===== config.mk =====
export PLATFORM = sky130hd
export DESIGN_NAME = cordic_sched
export DESIGN_NICKNAME = d
export VERILOG_FILES = /design/src/rtl/cordic_pkg.sv /design/src/rtl/cordic_tag_pipe.sv /design/src/rtl/cordic_sched.sv
export SDC_FILE = /design/constraint.sdc
export NUM_CORES = 1
export LEC_CHECK = 0
export CAP_MARGIN = 15
export CORE_ASPECT_RATIO = 1.1
export CORE_UTILIZATION = 26
export DETAILED_ROUTE_END_ITERATION = 12
export GPL_ROUTABILITY_DRIVEN = 0
export HOLD_SLACK_MARGIN = 0.03
export SLEW_MARGIN = 20
export SYNTH_ARGS = -nofsm -noshare
export SYNTH_HDL_FRONTEND = slang
export SYNTH_SLANG_ARGS = --single-unit
export TNS_END_PERCENT = 30

===== constraint.sdc =====
create_clock -name clk -period 4.2 [get_ports clk]
set_input_delay 0.63 -clock clk [delete_from_list [all_inputs] [get_ports clk]]
set_output_delay 0.63 -clock clk [all_outputs]
set_load 0.05 [all_outputs]

===== src/rtl/cordic_pkg.sv =====
// Shared definitions for the CORDIC cosine scheduler.
//   CORDIC_LATENCY : clock edges from a theta update to the matching result
//                    (1 input stage + 32 iteration stages + 1 output stage)
//   req_id_e       : which requester an in-flight operation belongs to
//   sched_state_e  : scheduler FSM states
package cordic_pkg;

  localparam int CORDIC_LATENCY = 34;

  typedef enum logic {
    ID_A = 1'b0,
    ID_B = 1'b1
  } req_id_e;

  typedef enum logic {
    RUN   = 1'b0,
    DRAIN = 1'b1
  } sched_state_e;

endpackage


===== src/rtl/cordic_tag_pipe.sv =====
// LATENCY-deep shift register of {valid, id} tags that tracks each
// operation through the CORDIC datapath, plus a count of tags in flight.
//   clk, reset : clock, asynchronous active-low reset (clears valid bits/count)
//   in_vld     : an operation is issued this cycle
//   in_id      : requester of the issued operation
//   out_vld    : final-stage tag is valid
//   out_id     : requester of the final-stage tag
//   inflight   : number of valid tags currently in the shift register
module cordic_tag_pipe
  import cordic_pkg::*;
#(
  parameter int LATENCY = CORDIC_LATENCY
) (
  input  logic                           clk,
  input  logic                           reset,
  input  logic                           in_vld,
  input  req_id_e                        in_id,
  output logic                           out_vld,
  output req_id_e                        out_id,
  output logic [$clog2(LATENCY+1)-1:0]   inflight
);

  localparam int CW = $clog2(LATENCY + 1);

  logic [LATENCY-1:0] vld_sr;
  logic [LATENCY-1:0] id_sr;

  assign out_vld = vld_sr[LATENCY-1];
  assign out_id  = req_id_e'(id_sr[LATENCY-1]);

  always_ff @(posedge clk or negedge reset) begin
    if (!reset) begin
      vld_sr   <= '0;
      inflight <= '0;
    end else begin
      vld_sr <= {vld_sr[LATENCY-2:0], in_vld};
      // Issue and return on the same edge cancel out.
      if (in_vld && !out_vld)
        inflight <= inflight + CW'(1);
      else if (!in_vld && out_vld)
        inflight <= inflight - CW'(1);
    end
  end

  // Ids are only meaningful alongside a valid bit, so they need no reset.
  always_ff @(posedge clk) begin
    id_sr <= {id_sr[LATENCY-2:0], in_id};
  end

endmodule


===== src/rtl/cordic_sched.sv =====
// Scheduler/arbiter sharing one pipelined CORDIC cosine datapath between
// a custom-instruction port (A) and a streaming valid/ready port (B).
// Owns the iteration count n and drains the datapath before changing it.
//   clk, reset              : clock, asynchronous active-low reset
//   a_start, a_dataa        : A request strobe and theta
//   a_done, a_result        : A result strobe and cosine
//   b_in_valid, b_in_data   : B request and theta
//   b_in_ready              : B request accepted this cycle (combinational)
//   b_out_valid, b_out_data : B result strobe and cosine
//   cfg_wr, cfg_n           : write strobe and value for n
//   cfg_busy                : draining / n update pending
//   cordic_theta, cordic_n  : datapath operand and iteration count
//   cordic_result           : datapath result
module cordic_sched
  import cordic_pkg::*;
#(
  parameter int         LATENCY = CORDIC_LATENCY,
  parameter logic [4:0] N_RESET = 5'd16
) (
  input  logic        clk,
  input  logic        reset,
  input  logic        a_start,
  input  logic [31:0] a_dataa,
  output logic        a_done,
  output logic [31:0] a_result,
  input  logic        b_in_valid,
  input  logic [31:0] b_in_data,
  output logic        b_in_ready,
  output logic        b_out_valid,
  output logic [31:0] b_out_data,
  input  logic        cfg_wr,
  input  logic [4:0]  cfg_n,
  output logic        cfg_busy,
  output logic [31:0] cordic_theta,
  output logic [4:0]  cordic_n,
  input  logic [31:0] cordic_result
);

  sched_state_e state;
  req_id_e      rr_ptr;
  logic         a_pend, a_issued;
  logic [31:0]  a_theta;
  logic [4:0]   n_reg, n_shadow;
  logic         elig_a, elig_b, can_issue, grant_a, grant_b, issue;
  logic         tp_vld;
  req_id_e      tp_id;
  logic [$clog2(LATENCY+1)-1:0] inflight;
  logic         ret_vld_p0;
  req_id_e      ret_id_p0;

  assign cordic_n = n_reg;

  // Arbitration: a cfg write blocks grants in its own cycle as well.
  assign elig_a    = a_pend && !a_issued;
  assign elig_b    = b_in_valid;
  assign can_issue = (state == RUN) && !cfg_wr;
  assign grant_a   = can_issue && elig_a && (!elig_b || rr_ptr == ID_A);
  assign grant_b   = can_issue && elig_b && (!elig_a || rr_ptr == ID_B);
  assign issue     = grant_a || grant_b;
  // Gated by reset so the port reads 0 while reset is held.
  assign b_in_ready = grant_b && reset;

  cordic_tag_pipe #(.LATENCY(LATENCY)) u_tag_pipe (
    .clk      (clk),
    .reset    (reset),
    .in_vld   (issue),
    .in_id    (grant_b ? ID_B : ID_A),
    .out_vld  (tp_vld),
    .out_id   (tp_id),
    .inflight (inflight)
  );

  always_ff @(posedge clk or negedge reset) begin
    if (!reset) begin
      state        <= RUN;
      rr_ptr       <= ID_A;
      a_pend       <= 1'b0;
      a_issued     <= 1'b0;
      n_reg        <= N_RESET;
      cfg_busy     <= 1'b0;
      cordic_theta <= '0;
      ret_vld_p0   <= 1'b0;
      ret_id_p0    <= ID_A;
      a_done       <= 1'b0;
      a_result     <= '0;
      b_out_valid  <= 1'b0;
      b_out_data   <= '0;
    end else begin
      // Issue stage: operand to the datapath.
      if (issue)
        cordic_theta <= grant_a ? a_theta : b_in_data;
      if (elig_a && elig_b && issue)
        rr_ptr <= grant_a ? ID_B : ID_A;

      // Return stage: the tag leaves the pipe one edge before the
      // datapath result is captured.
      ret_vld_p0  <= tp_vld;
      ret_id_p0   <= tp_id;
      a_done      <= ret_vld_p0 && (ret_id_p0 == ID_A);
      b_out_valid <= ret_vld_p0 && (ret_id_p0 == ID_B);
      if (ret_vld_p0 && ret_id_p0 == ID_A)
        a_result <= cordic_result;
      if (ret_vld_p0 && ret_id_p0 == ID_B)
        b_out_data <= cordic_result;

      // A request bookkeeping; starts while pending are ignored.
      if (ret_vld_p0 && ret_id_p0 == ID_A) begin
        a_pend   <= 1'b0;
        a_issued <= 1'b0;
      end else begin
        if (!a_pend && a_start)
          a_pend <= 1'b1;
        if (grant_a)
          a_issued <= 1'b1;
      end

      unique case (state)
        RUN: begin
          if (cfg_wr) begin
            state    <= DRAIN;
            cfg_busy <= 1'b1;
          end
        end
        DRAIN: begin
          // A fresh write restarts the check so the latest value lands.
          if (!cfg_wr && inflight == '0 && !ret_vld_p0) begin
            n_reg    <= n_shadow;
            cfg_busy <= 1'b0;
            state    <= RUN;
          end
        end
        default: state <= RUN;
      endcase
    end
  end

  // Operand holding registers carry data only.
  always_ff @(posedge clk) begin
    if (cfg_wr)
      n_shadow <= cfg_n;
    if (!a_pend && a_start)
      a_theta <= a_dataa;
  end

endmodule

* Word level (Yosys, flattened, before mapping)
Cells that the tools add are included.
** Word-level totals
- Register bits :: 221
- Bits of input ports :: 106
- Output and inout port bits :: 105
** Operators by class
- Add/sub/neg operators :: 2
- Equality and inequality tests :: 2
- Mux-type cells :: 15
- Bitwise operators :: 3
- Reduce and logical (&&, ||, !) cells :: 33
** Operator list (count)
- $mux W32 :: 1
- $logic_and A1 B1 Y1 :: 16
- $mux W6 :: 2
- $mux W1 :: 10
- $logic_not A1 Y1 :: 8
- $add A6 B1 Y6 const B :: 1
- $logic_not A6 Y1 :: 1
- $reduce_bool A2 Y1 :: 3
- $sub A6 B1 Y6 const B :: 1
- $pmux W1 S2 :: 2
- $reduce_and A2 Y1 :: 2
- $logic_or A1 B1 Y1 :: 3
- $not A1 Y1 :: 3
- $ne A2 B1 Y1 const B :: 1
- $ne A2 B2 Y1 const B :: 1

* Logic depth before layout (Yosys ltp)
Gate-level depths: netlist of run 1.
- Depth after elaboration :: 10
- Gate-level depth with buffers :: 12
- Mapped depth without buffers :: 10

* Hierarchy
Synthesis of run 1 repeated with hierarchy kept, for this count alone.
** Unflattened totals
- Cell total of the unflattened synthesis :: 505
- Area, all modules :: 7474.7 µm²
** By module, submodules not included
- cordic_sched :: instances 1, cells each 394, area each 5485.3 µm², seq. area each 3865.0 µm²
- cordic_tag_pipe :: instances 1, cells each 111, area each 1989.4 µm², seq. area each 1681.6 µm²

* Worst setup path after synthesis of run 1
OpenSTA, ideal clock, no wires.
- Path type :: input to register
- Start point :: input cfg_wr
- End point :: register u_tag_pipe.inflight[5]
- Setup time :: 126 ps
- Data arrival time :: 2833 ps
- Data required time :: 4074 ps
- Setup slack :: 1241 ps
- Stages on the path :: 12
- Buffers on the path :: 2
- Cell sequence :: nor2_1 > o21ai_0 > buf_2 > clkbuf_1 > inv_1 > ha_1 > inv_1 > ha_1 > a211oi_1 > or3b_2 > nand4_1 > a221o_1
** On the way
- Longest elaborated chain between the ends :: 8
- Elaborated cells on any way between the ends :: 12
** Ends and longest elaborated chain
- start, declared :: RTL line cordic_sched.sv:31 : input logic cfg_wr,
- $logic_not A1 Y1 * :: RTL line cordic_sched.sv:56 : assign can_issue = (state == RUN) && !cfg_wr;
- $logic_and A1 B1 Y1 * :: RTL line cordic_sched.sv:56
- $logic_and A1 B1 Y1 (on tied branches) (2 in series) :: RTL line cordic_sched.sv:57, cordic_sched.sv:58
- $logic_or A1 B1 Y1 * :: RTL line cordic_sched.sv:59 : assign issue = grant_a || grant_b;
- net issue :: RTL line cordic_sched.sv:44 : logic elig_a, elig_b, can_issue, grant_a, grant_b, issue;
- $logic_not A1 Y1 :: RTL line cordic_tag_pipe.sv:40 : else if (!in_vld && out_vld)
- $logic_and A1 B1 Y1 :: RTL line cordic_tag_pipe.sv:40
- $reduce_bool A2 Y1 (no line)
- end signal, assigned :: RTL line cordic_tag_pipe.sv:39 : inflight <= inflight + CW'(1);
- end signal, assigned :: RTL line cordic_tag_pipe.sv:41 : inflight <= inflight - CW'(1);
- end, declared :: RTL line cordic_tag_pipe.sv:20 : output logic [$clog2(LATENCY+1)-1:0] inflight
The timed path passes the listed nets; every way through them passes the cells marked *.
A chain may end at the register's enable or synchronous reset.

* Final worst setup path of run 1
- Start point :: input cfg_wr
- End point :: output b_in_ready
** On the way
- Longest elaborated chain between the ends :: 5
** Ends and longest elaborated chain
- $logic_not A1 Y1 :: RTL line cordic_sched.sv:56
- $logic_and A1 B1 Y1 :: RTL line cordic_sched.sv:56
- $logic_and A1 B1 Y1 (2 in series) :: RTL line cordic_sched.sv:58 : assign grant_b = can_issue && elig_b && (!elig_a || rr_ptr == ID_B);
- net grant_b :: RTL line cordic_sched.sv:44
- $logic_and A1 B1 Y1 :: RTL line cordic_sched.sv:61 : assign b_in_ready = grant_b && reset;
- end, declared :: RTL line cordic_sched.sv:28 : output logic b_in_ready,
The timed path passes the listed nets, and every way through them passes these cells.

==> reports/metrics.cfg, run 1 <==
[run_status]
outcome=finished clean

[cts]
htreeDepth=1
cts_tree=done
clk_latency_ns=0.52
cts_buffer_depth=3
cts_buffers=25
ctsRootBufferMaster=clkbuf_16
cts.sinks=221
cts.clk_slew.worst_paths_ns=0.06
post-cts-setup-buffer-count=0

[sta]
setup_violations=0
fin_skew_ns=0.0131
max_slew.worst_pin.slew_ns=0.956
final-max-slew-violation-count=0
relSlewSlack_pct=36.2
fmax_ghz=0.290
layout_min_cycle_time_ns=3.45
fin_setup_tns_ns=0
rsz0062_at_grt=no
final_hold_viol_count=0
finalCritPeriodShare_pct=82.1

[logic_synthesis]
syn_area_mm2=0.00746
synth-async-reset-ratio_pct=67.9
synth_xor_area_share_pct=0.587
synth_edf_count=37
syn_nets=580
syn_inst=468
synthAdderAreaFrac_pct=1.11
synth_top_area_share_pct=49.9
synth_area_leader_cell=dfrtp_1
yosys_register_bits=221
synth_compound_gate_area_share_pct=3.74
yosysSeqAreaShare_pct=74.3
synthSimpleGateAreaFrac_pct=3.74
yosys_most_used_dff=dfrtp_1
post_synth_num_cell_types=36
synth_area_leaders=dfrtp_1 (50%), edfxtp_1 (15%), mux2_2 (9.8%)
synthMuxAreaShare_pct=15.1
synth_top_family_by_area=multiplexers
synth_area_per_cell_um2=16.0
yosys_warnings=0

[floorplanning]
core-area_mm2=0.0280
die_w_um=164
io_pins=211
initial_core_util_pct=26.6
dieArea_mm2=0.0294
die_h_um=180
row_count=64

[critical_path]
cp_data_required_time_ns=3.57
cp-start-kind=input pin
cp_slowest_stage_delay_ns=0.84
path_cells=clkdlybuf4s50_1, nor2_1, nand2_1, a21oi_1, and2_1, clkdlybuf4s50_1
crit_type=input pin to output port
cp.arrival_ns=2.82
critical_path_peak_fanout=5
slowest_stage=clkdlybuf4s50_1
crit_top_cell=clkdlybuf4s50_1
endpoint_kind=output port

[job]
maxCapViolCount=0

[place]
port_buffers=210
dp_hpwl_mm=10.6

[cells_and_area]
synthToLayoutAreaGrowth_pct=45.7
fill_cells=2685
final_util_pct=38.8
nNetsFinal=808
diodes=0
drive_gt1_share_pct=17.5

[drt]
vias=4414
wirelength_mm=15.7
detail-route-antenna-nets=0
drc_errors=0
drt-initial-drc-count=131
viasPerCell=4.09
wl_per_cell_um=14.6
first_pass_iters=4

[grt]
first_global_vias=4589
gr-total-overflow=0
grt_start_max_net_pins=71
antenna_found_initial=0
grt.total_usage_pct=10.8
grt_pass1_wl_mm=25.2

[power]
power_density_mw_per_mm2=492
leakagePower_nw=4.73
ir_drop_uv=223

[worst_hold_path]
hp-class=flip-flop to flip-flop

worst max-delay path, delay by kind of cell:
kind,cells,cell delay (ns)
AOI/OAI and AO/OA,1,0.16
buffers and inverters,2,1.27
and+or+nand+nor,3,0.75
sequential cells by signal (all words and copies together) (netlist names), 5 cells and up:
signal	cells
a_result	32
a_theta	32
b_out_data	32
cordic_n	5
cordic_theta	32
n_shadow	5
u_tag_pipe.id_sr	34
u_tag_pipe.inflight	6
u_tag_pipe.vld_sr	34
cell families after synthesis:
group,count (synthesis)
muxes,102
AOI/OAI and AO/OA,51
and+or+nand+nor,59
DFF,221
buffers and inverters,24
adders and majority gates,6
xor gates and xnor gates,5
per-layer routing:
layer  wire length (µm)  global-route usage, %  share of wire, %  up-vias
met5                  0                      0                 0        -
met4                336                   3.26               2.1        0
met3               1610                   4.57                10       28
met2               7150                   17.0                46      184
met1               6600                   13.3                42     2113
li1                   -                      -                 -     2089
stage by stage:
| stage | worst slack [ns] | hold WS (ns) | power [W] | instances | instance area (µm²) |
|---|---|---|---|---|---|
| 6_report | 0.752 | 0.317 | 0.00536 | 1078 | 10900 |
| 5_1_grt | 0.585 | 0.326 | 0.00560 | 1078 | 10900 |
| 4_1_cts | 0.731 | 0.324 | 0.00546 | 1078 | 10900 |
| 3_5_place_dp | 0.644 | 0.312 | 0.00324 | 1031 | 10000 |
| 3_3_place_gp | 0.736 | 0.312 | 0.00323 | 1031 | 10000 |
| 2_1_floorplan | 1.24 | 0.310 | 0.00287 | 468 | 7460 |
cell usage in the layout, fill, tap and decap left out, drive strengths merged, types with 2 or more instances in the layout:
| master | instances |
|---|---|
| a21o | 2 |
| clkinv | 3 |
| a21oi | 5 |
| mux2i | 32 |
| inv | 7 |
| xnor2 | 3 |
| clkbuf | 40 |
| edfxtp | 37 |
| xor2 | 2 |
| or4 | 2 |
| mux2 | 70 |
| nand3 | 2 |
| o21ai | 38 |
| nor2b | 4 |
| ha | 5 |
| bufinv | 2 |
| nand2 | 39 |
| o211ai | 2 |
| buf | 9 |
| dfrtp | 149 |
| clkdlybuf4s50 | 209 |
| dfxtp | 34 |
| nor2 | 7 |
timing repair:
item | CTS | global route
resized for setup | 0 | 0
endpoints found under the hold margin | 37 | 0
setup endpoints to repair | 0 | 0
hold buffers | 1 | 0
report_power, final:
| part | switching (W) | internal (W) | leakage, nW |
|---|---|---|---|
| Sequential | 0.0000662 | 0.00229 | 2.53 |
| Combinational | 0.000501 | 0.000340 | 1.79 |
| Clock | 0.000829 | 0.00133 | 0.409 |
Yosys cell counts, drive strengths merged (6+ instances only):
| library cell | instances |
|---|---|
| nand2 | 39 |
| mux2 | 70 |
| o21ai | 38 |
| inv | 6 |
| edfxtp | 37 |
| buf | 10 |
| mux2i | 32 |
| dfrtp | 149 |
| clkbuf | 8 |
| nor2 | 7 |
| dfxtp | 34 |
worst paths after layout:
path | slack (ns) | depth (start not counted) | to | start
worst max-delay path | 0.75 | 6 | b_in_ready | cfg_wr
worst min-delay path | 0.32 | 0 | u_tag_pipe.id_sr[19] | u_tag_pipe.id_sr[18]
worst max register to register | 1.27 | 10 | u_tag_pipe.inflight[5] | state
min in group asynchronous | 0.60 | 2 | u_tag_pipe.vld_sr[30] | reset
worst min register to register | 0.32 | 0 | u_tag_pipe.id_sr[19] | u_tag_pipe.id_sr[18]
max in group asynchronous | 2.40 | 3 | b_out_data[18] | reset
layout make-up:
| cell class | instances | area [µm²] | share of cell area, % |
|---|---|---|---|
| clock inverter | 6 | 93.8 | 0.863 |
| timing repair buffer | 219 | 2170 | 20.0 |
| inverter | 6 | 22.5 | 0.207 |
| sequential | 221 | 5550 | 51.0 |
| tap | 363 | 454 | 4.18 |
| clock buffer | 40 | 742 | 6.82 |
| multi-input combinational | 223 | 1840 | 16.9 |
Power figures use the tool's default switching activity.
==> run 2: changes to the inputs <==
==> constraint.sdc (replaced) <==
create_clock -name clk -period 3.4 [get_ports clk]
set_input_delay 0.51 -clock clk [delete_from_list [all_inputs] [get_ports clk]]
set_output_delay 0.51 -clock clk [all_outputs]
set_load 0.05 [all_outputs]
==> run 2 against run 1 <==
  * Highest routed layer unchanged
  * Largest power group unchanged
  * Critical path type is now flip-flop to flip-flop
  * Wire length increased by 2.0%
  * Largest cell class unchanged
  * Non-clock buffer count unchanged
  * Via count increased by 0.66%
  * Register-to-register slack got worse by 0.57 ns
==> reports/metrics.cfg, run 2 (same netlist as run 1, synthesis figures left out) <==
[power]
p_sw_share_pct=27.2  ; +1.1 points
switchingPower_w=0.00177  ; +27%
internal-power_w=0.00475  ; +20%
comb_power_share_pct=15.9  ; +0.2 points
power_frac_seq_pct=44.6  ; +0.7 points
power_density_mw_per_mm2=600  ; +22%
clkPwrFrac_pct=39.5  ; -0.9 points
leakagePower_nw=4.73  ; about the same
ir_drop_uv=333  ; +49%

[grt]
antenna_found_initial=0  ; unchanged
first_global_vias=4757  ; +3.7%
grt_pass1_wl_mm=26.4  ; +4.8%
gr-total-overflow=0  ; unchanged
grt_start_max_net_pins=101  ; +42%
grt.total_usage_pct=11.2  ; +0.45 points

[place]
pre_cts_slack_ns=0.222  ; -0.421 ns
port_buffers=210  ; unchanged
place_inst=1031  ; unchanged
dp_hpwl_mm=10.6  ; -0.12%

[cells_and_area]
diodes=0  ; unchanged
final_util_pct=38.8  ; about the same
nNetsFinal=807  ; -0.12%
largest_registers=u_tag_pipe.id_sr: 34 flops, u_tag_pipe.vld_sr: 34 flops
synthToLayoutAreaGrowth_pct=45.6  ; about the same
fill_cells=2694  ; +0.34%
drive_gt1_share_pct=18.0  ; +0.47 points
layout_commonest_cell=clkdlybuf4s50_1
layoutNonFillerInstCount=1076  ; -0.19%
final_cell_mix=clkdlybuf4s50_1 (208), dfrtp_1 (149), mux2_2 (65)

[sta]
setup_ws_ns=0.695  ; -0.0570 ns
setup_violations=0  ; unchanged
layout_min_cycle_time_ns=2.70
fin_skew_ns=0.0196  ; +0.00650 ns
fmax_ghz=0.370
relSlewSlack_pct=52.2  ; +16 points
finalCritPeriodShare_pct=79.5
fin_setup_tns_ns=0  ; unchanged
rsz0062_at_grt=no
max_slew.worst_pin.slew_ns=0.716  ; -0.239 ns
final_hold_viol_count=0  ; unchanged
final-max-slew-violation-count=0  ; unchanged

[critical_path]
cp.arrival_ns=3.12  ; +0.30 ns
reg2reg_depth=10  ; unchanged
cp-startpoint=a_pend
cp-start-kind=flip-flop
regToRegSetupSlack_ns=0.70  ; -0.57 ns
cp_data_required_time_ns=3.81  ; +0.24 ns
crit_type=flip-flop to flip-flop
cp-endpoint=u_tag_pipe.inflight[5]
r2r_end=u_tag_pipe.inflight[5]
critical_path_peak_fanout=5  ; unchanged
endpoint_kind=flip-flop
r2r-start=a_pend

[drt]
detail-route-antenna-nets=0  ; unchanged
drt-initial-drc-count=158  ; +21%
wirelength_mm=16.0  ; +2.0%
first_pass_iters=4  ; unchanged
vias=4443  ; +0.66%
wl_per_cell_um=14.9  ; +2.2%
viasPerCell=4.13  ; +0.84%
drc_errors=0  ; unchanged

[floorplanning]
io_pins=211  ; unchanged
die_h_um=180  ; unchanged
initial_core_util_pct=26.6  ; unchanged
die_w_um=164  ; unchanged
row_count=64  ; unchanged
core-area_mm2=0.0280  ; unchanged
dieArea_mm2=0.0294  ; unchanged

[cts]
htreeDepth=1  ; unchanged
cts.clk_slew.worst_paths_ns=0.06  ; about the same
clk_latency_ns=0.53  ; about the same
cts_buffer_depth=3  ; unchanged
post-cts-setup-buffer-count=0  ; unchanged
cts_tree=done
ctsRootBufferMaster=clkbuf_16
cts_buffers=24  ; -4.0%
cts.sinks=221  ; unchanged

[job]
maxCapViolCount=0  ; unchanged

[worst_hold_path]
hp-class=flip-flop to flip-flop

[run_status]
outcome=finished clean

run 2: cell type report:
cell class / instances / area, µm² / share of cell area [%]
sequential: 221 / 5550 / 51.0
inverter: 6 / 22.5 / 0.207
clock buffer: 34 / 689 / 6.34
clock inverter: 10 / 108 / 0.990
timing repair buffer: 219 / 2210 / 20.3
tap: 363 / 454 / 4.18
multi-input combinational: 223 / 1840 / 17.0
run 2: power groups by stage:
stage	Clock [W]	Combinational (W)	Sequential, W
CTS	0.00269	0.00105	0.00291
floorplan	0	0.000203	0.00334
finish	0.00258	0.00104	0.00291
detailed placement	0	0.00105	0.00296
global placement	0	0.00103	0.00295
global route	0.00280	0.00111	0.00293
run 2: per-layer routing:
layer | share of wire, % | vias up | GRT usage (%)
li1 | - | 2085 | -
met1 | 43 | 2141 | 13.9
met2 | 44 | 184 | 18.0
met3 | 10 | 33 | 4.27
met4 | 2.6 | 0 | 3.52
met5 | 0 | - | 0
run 2: critical path: stages (launching register included):
cell      delay, ns
dfrtp_1        0.40
nor2b_1        0.39
o21ai_4        0.08
inv_1          0.08
ha_1           0.22
inv_1          0.14
ha_1           0.32
a211oi_1       0.40
or3b_2         0.21
nand4_1        0.09
a221o_1        0.26
run 2: stage by stage:
| stage | hold WS, ns | total power [W] | instance area, µm² |
|---|---|---|---|
| after CTS | 0.326 | 0.00665 | 10900 |
| after global placement | 0.311 | 0.00399 | 10100 |
| after floorplan | 0.214 | 0.00354 | 7460 |
| after global routing | 0.334 | 0.00684 | 10900 |
| final | 0.325 | 0.00652 | 10900 |
| after detailed placement | 0.312 | 0.00401 | 10100 |
run 2: timing repair:
item / CTS / global route
gates resized for setup: 0 / 0
endpoints found under the setup margin: 0 / 0
hold buffers: 1 / 0
hold endpoints to repair: 50 / 0
run 2: worst min path at each step:
stage               cells after the start                 start  slack, ns                   end
floorplan                               0                 reset       0.21                a_done
global placement                        0   u_tag_pipe.id_sr[0]       0.31   u_tag_pipe.id_sr[1]
detailed placement                      0  u_tag_pipe.id_sr[17]       0.31  u_tag_pipe.id_sr[18]
CTS                                     0  u_tag_pipe.id_sr[17]       0.33  u_tag_pipe.id_sr[18]
global route                            0  u_tag_pipe.id_sr[15]       0.33  u_tag_pipe.id_sr[16]
finish                                  0  u_tag_pipe.id_sr[15]       0.33  u_tag_pipe.id_sr[16]
==> run 3: changes to the inputs <==
==> constraint.sdc (replaced) <==
create_clock -name clk -period 2.55 [get_ports clk]
set_input_delay 0.3825 -clock clk [delete_from_list [all_inputs] [get_ports clk]]
set_output_delay 0.3825 -clock clk [all_outputs]
set_load 0.05 [all_outputs]
==> run 3 against run 2 <==
  * Non-clock buffer count rose by 10
  * Wire length decreased by 2.0%
  * Largest power group unchanged
  * Final area increased by 0.83%
  * Combinational power rose by 37%
  * Global-route usage is 0.45 points lower
  * Largest cell class unchanged
  * Sequential cell count is the same
  * Clock-buffer cell count rose by 1
  * Final cell count grew 0.93%
  * First-iteration DRC count grew 32%
  * Via count about the same
==> reports/metrics.cfg, run 3 (same netlist as run 1, synthesis figures left out) <==
[cells_and_area]
final_cell_mix=clkdlybuf4s50_1 (208), dfrtp_1 (149), mux2_2 (65)
diodes=0  ; unchanged
largest_registers=u_tag_pipe.id_sr: 34 flops, u_tag_pipe.vld_sr: 34 flops
multiInputGateArea_mm2=0.00185  ; +0.14%
nNetsFinal=817  ; +1.2%
layout_commonest_cell=clkdlybuf4s50_1
fill_cells=2630  ; -2.4%
regArea_mm2=0.00555  ; unchanged
drive_gt1_share_pct=20.1  ; +2.1 points
final_area_mm2=0.0110  ; +0.83%
synthToLayoutAreaGrowth_pct=46.8

[sta]
layout_min_cycle_time_ns=2.33
setup_ws_ns=0.218  ; -0.478 ns
final_hold_viol_count=0  ; unchanged
relSlewSlack_pct=46.0  ; -6.2 points
setup_violations=0  ; unchanged
rsz0062_at_grt=no
fin_skew_ns=0.00842  ; -0.0112 ns
finalCritPeriodShare_pct=91.5
fmax_ghz=0.429
fin_setup_tns_ns=0  ; unchanged
final-max-slew-violation-count=0  ; unchanged
fin_hold_ws_ns=0.0236  ; -0.302 ns
max_slew.worst_pin.slew_ns=0.810  ; +0.0941 ns

[cts]
htreeDepth=1  ; unchanged
clk_latency_ns=0.52  ; about the same
cts-resized-gates=0  ; unchanged
post-cts-setup-buffer-count=0  ; unchanged
hold_buffers=0  ; -1
ctsRootBufferMaster=clkbuf_16
cts.sinks=221  ; unchanged
cts.clk_slew.worst_paths_ns=0.06  ; about the same
cts_tree=done
cts_buffer_depth=3  ; unchanged
cts_buffers=24  ; unchanged

[power]
ir_drop_uv=446  ; +34%
total_power_w=0.00878  ; +35%
power_density_mw_per_mm2=801  ; +33%
leakagePower_nw=4.79  ; +1.2%

[critical_path]
regToRegSetupSlack_ns=0.28  ; -0.42 ns
crit_type=flip-flop to output port
path_buf_inv=2  ; unchanged
cp.arrival_ns=1.95  ; -1.17 ns
cp_data_required_time_ns=2.17  ; -1.64 ns
critical_path_peak_fanout=4  ; -1
cp_top_family=simple AND/OR/NAND/NOR gates
cp_slowest_stage_delay_ns=0.42  ; +0.02 ns
path_cells=nor2_2, buf_4, nand2_1, a21oi_1, and2_1, buf_12
slowest_stage=dfrtp_1
endpoint_kind=output port
cp-start-kind=flip-flop

[place]
pre_cts_slack_ns=-0.174  ; -0.396 ns
port_buffers=210  ; unchanged
dpl_cell_area_mm2=0.0101  ; +0.72%
dp_hpwl_mm=10.3  ; -3.1%

[drt]
vias=4439  ; -0.090%
wl_met2_mm=7.11  ; about the same
detail-route-antenna-nets=0  ; unchanged
viasPerCell=4.09  ; -1.0%
first_pass_iters=4  ; unchanged
drt-met1-wl_mm=6.60  ; -3.5%
wirelength_mm=15.7  ; -2.0%
dr_wl_met3_mm=1.63  ; -1.6%
wl_per_cell_um=14.4  ; -2.9%
dr.max_layer_used=met4
drc_errors=0  ; unchanged
drt-initial-drc-count=209  ; +32%

[grt]
grt_start_max_net_pins=151  ; +50%
gr-total-overflow=0  ; unchanged
grt.total_usage_pct=10.8  ; -0.45 points
grt_pass1_wl_mm=25.4  ; -3.6%
antenna_found_initial=1  ; +1
first_global_vias=4722  ; -0.74%

[run_status]
outcome=finished clean

[job]
maxCapViolCount=0  ; unchanged

[worst_hold_path]
hp-class=input pin to async pin

[floorplanning]
dieArea_mm2=0.0294  ; unchanged
row_count=64  ; unchanged
initial_core_util_pct=26.6  ; unchanged
core-area_mm2=0.0280  ; unchanged
io_pins=211  ; unchanged
die_w_um=164  ; unchanged
die_h_um=180  ; unchanged

-- run 3: layout make-up --
type	instances	share of cell area, %
multi-input cells	223	16.8
clock inverters	9	0.731
clock buffers	35	6.79
inverters	6	0.205
repair buffers	229	20.7
well taps	363	4.14
flip-flops and latches	221	50.6
-- run 3: path summary, 6_finish.rpt --
kind                                       from                     end  depth (start not counted)
min in group clk           u_tag_pipe.id_sr[23]    u_tag_pipe.id_sr[24]                          0
setup reg to reg                         a_pend  u_tag_pipe.inflight[5]                         10
hold / removal                            reset             a_result[8]                          2
hold reg to reg            u_tag_pipe.id_sr[23]    u_tag_pipe.id_sr[24]                          0
setup / recovery                          state              b_in_ready                          6
max in group asynchronous                 reset        cordic_theta[25]                          2
-- run 3: stage by stage --
step / utilization (%) / std cells
floorplan: - / 468
finish: 39.1 / 1086
CTS: 39.1 / 1086
global route: 39.1 / 1086
detailed placement: 36.2 / 1042
global placement: 36.2 / 1042
-- run 3: where the power goes --
group | switching [W] | internal [W]
logic | 0.000826 | 0.000590
clock network | 0.00144 | 0.00205
registers | 0.000113 | 0.00376
-- run 3: layer usage --
| metal | vias up | GRT usage (%) |
|---|---|---|
| met4 | 0 | 3.26 |
| met2 | 160 | 17.3 |
| met5 | - | 0 |
| li1 | 2101 | - |
| met1 | 2148 | 13.4 |
| met3 | 30 | 4.06 |
-- run 3: worst reg2reg max path, cell delays in order (launching register included) --
cell	delay [ns]
dfrtp_1	0.37
nor2b_1	0.28
o21ai_4	0.07
inv_1	0.07
ha_1	0.17
inv_2	0.07
ha_1	0.29
o211ai_1	0.30
or3b_2	0.18
nand4_1	0.09
a221o_1	0.26
==> edit: new RTL, flow settings as in run 3 <==
Change the parameter `N_RESET` from 5'd16 to 5'd15.
--- a/src/rtl/cordic_sched.sv
+++ b/src/rtl/cordic_sched.sv
@@ -15,7 +15,7 @@
   import cordic_pkg::*;
 #(
   parameter int         LATENCY = CORDIC_LATENCY,
-  parameter logic [4:0] N_RESET = 5'd16
+  parameter logic [4:0] N_RESET = 5'd15
 ) (
   input  logic        clk,
   input  logic        reset,
Check against the original RTL: not equivalent (a bounded check fails within 4 cycles, from zero or initial values and one cycle with reset low).
==> edit against run 3 <==
Die area about the same. Sequential cell count unchanged. Clock power grew 5%. Clock skew is 0.00076 ns lower. Final area increased by 0.39%. Cell count up 0.28%. Wire length increased by 0.66%. Critical endpoint is now u_tag_pipe.inflight[5]$_DFFE_PN0P_. Total power rose by 2.1%. Synthesized area is essentially flat. Worst setup slack worse by 0.011 ns. Non-clock buffer count grew 1. First-iteration DRC count fell by 7.7%.
==> edit: results (changes against run 3) <==
| Metric | Value |
|---|---|
| Portion of the post-synthesis area used by sequential elements | 0.743 (about the same) |
| Via count of the first global-routing pass | 4644 (-1.7%) |
| Final setup slack of the worst path | 0.206 ns (-0.0114 ns) |
| Multiplexer share of the synthesized area | 0.151 (about the same) |
| Total global routing track utilization | 0.109 (+0.00151) |
| Number of antenna violations at the first check in global routing | 0 (-1) |
| Delay of the slowest cell on the worst path | 0.38 ns (-0.04 ns) |
| Async set-or-reset flop fraction in the synthesized netlist | 0.679 (unchanged) |
| Crit-path max FO | 5 (+1) |
| Final routed wirelength across all metal layers | 15800 um (+0.66%) |
| Top cells by area, synth | sky130_fd_sc_hd__dfrtp_1 49%, sky130_fd_sc_hd__edfxtp_1 15%, sky130_fd_sc_hd__mux2_2 9.8% |
| Clock Power Share | 0.409 (+0.012) |
| Detailed-router iteration count before antenna repair | 4 (unchanged) |
| Parity-gate share of the synthesized area counting xor and xnor cells | 0.00586 (about the same) |
| Sink of the worst hold path | u_tag_pipe.id_sr[4]$_DFF_P_ |
| Synth top cells by count | 146 x sky130_fd_sc_hd__dfrtp_1, 65 x sky130_fd_sc_hd__mux2_2, 38 x sky130_fd_sc_hd__nand2_1, 38 x sky130_fd_sc_hd__o21ai_0, 37 x sky130_fd_sc_hd__edfxtp_1 |
| Run status | finished, final reports clean |
| Detailed router's first-iteration violation count | 193 (-7.7%) |
| Largest buffer count on any clock path | 3 (unchanged) |
| Effective utilization at floorplan | 0.266 (about the same) |
| Leakage power of the design | 4.80 nW (+0.23%) |
| Pre-CTS setup slack | -0.192 ns (-0.0180 ns) |
| Worst VDD drop | 0.438 mV (-1.8%) |
| Launch point of the worst path | a_pend$_DFFE_PN0P_ |
| First-pass GRT wire length | 25600 um (+0.81%) |
| Power Density | 814 mW/mm^2 (+1.7%) |
| Count of flip-flops with a built-in enable after synthesis | 37 (unchanged) |
| Count of yosys warnings during synthesis | 0 (unchanged) |
| Resized Gates After CTS | 0 (unchanged) |
| Unique masters post-synth | 36 (unchanged) |
| Worst min-delay path category | reg2reg |
| Worst Path Arrival | 2.75 ns (+0.80 ns) |
| Post-synthesis compound-gate area fraction | 0.0374 (about the same) |
| Proportion of layout cells with a drive suffix above 1 | 0.201 (+0.000549) |
| Final #Nets | 819 (+0.24%) |
| Estimated wirelength of the detail-placed design | 10600 um (+3.1%) |
| Reg2Reg Setup Slack | 0.21 ns (-0.07 ns) |
| Int Power | 6.60 mW (+3.0%) |
| Count of filler cells inserted in the layout | 2675 (+1.7%) |
| Type of the setup path with the least slack | reg2reg |
| Cts-stage hold buffer count | 1 (+1) |
| Cell class contributing the biggest share of worst-path delay | compound AO/OA/AOI/OAI gates |
| Max-slew headroom at the worst pin | 0.417 (-0.0430) |
| Number of CTS-inserted buffers | 25 (+4.2%) |
| Synthesized-area fraction occupied by adder cells | 0.0111 (about the same) |
| Worst Clk Skew | 0.00766 ns (-0.000761 ns) |
| Pin count of the biggest net entering global routing | 66 (-56%) |
| Via-per-instance ratio | 4.10 (+0.24%) |
edit: per-layer routing:
metal,GRT usage,wire length [um]
met2,0.170,7120
met4,0.0337,354
met1,0.139,6780
met5,0,0
met3,0.0422,1540
edit: kinds of logic after synthesis:
logic type | count (synthesis)
AOI/OAI and AO/OA | 51
xor gates and xnor gates | 5
adders and majority gates | 6
buffers and inverters | 24
DFF | 221
muxes | 102
and+or+nand+nor | 59
edit: final cells by class:
type	count	share of cell area
clock inverter	11	0.0135
multi-input combinational	223	0.168
clock buffer	35	0.0640
tap	363	0.0413
inverter	6	0.00205
timing repair buffer	230	0.207
sequential	221	0.504
edit: per-stage QoR:
stage	utilization	cell area, um^2	cells	hold slack [ns]	setup TNS (ns)
after floorplan	-	7480	468	0.0869	0
after global placement	0.362	10100	1042	0.313	-0.185
after detailed placement	0.362	10100	1042	0.312	-0.240
after CTS	0.393	11000	1089	0.325	0
after global routing	0.393	11000	1089	0.331	0
final	0.393	11000	1089	0.322	0
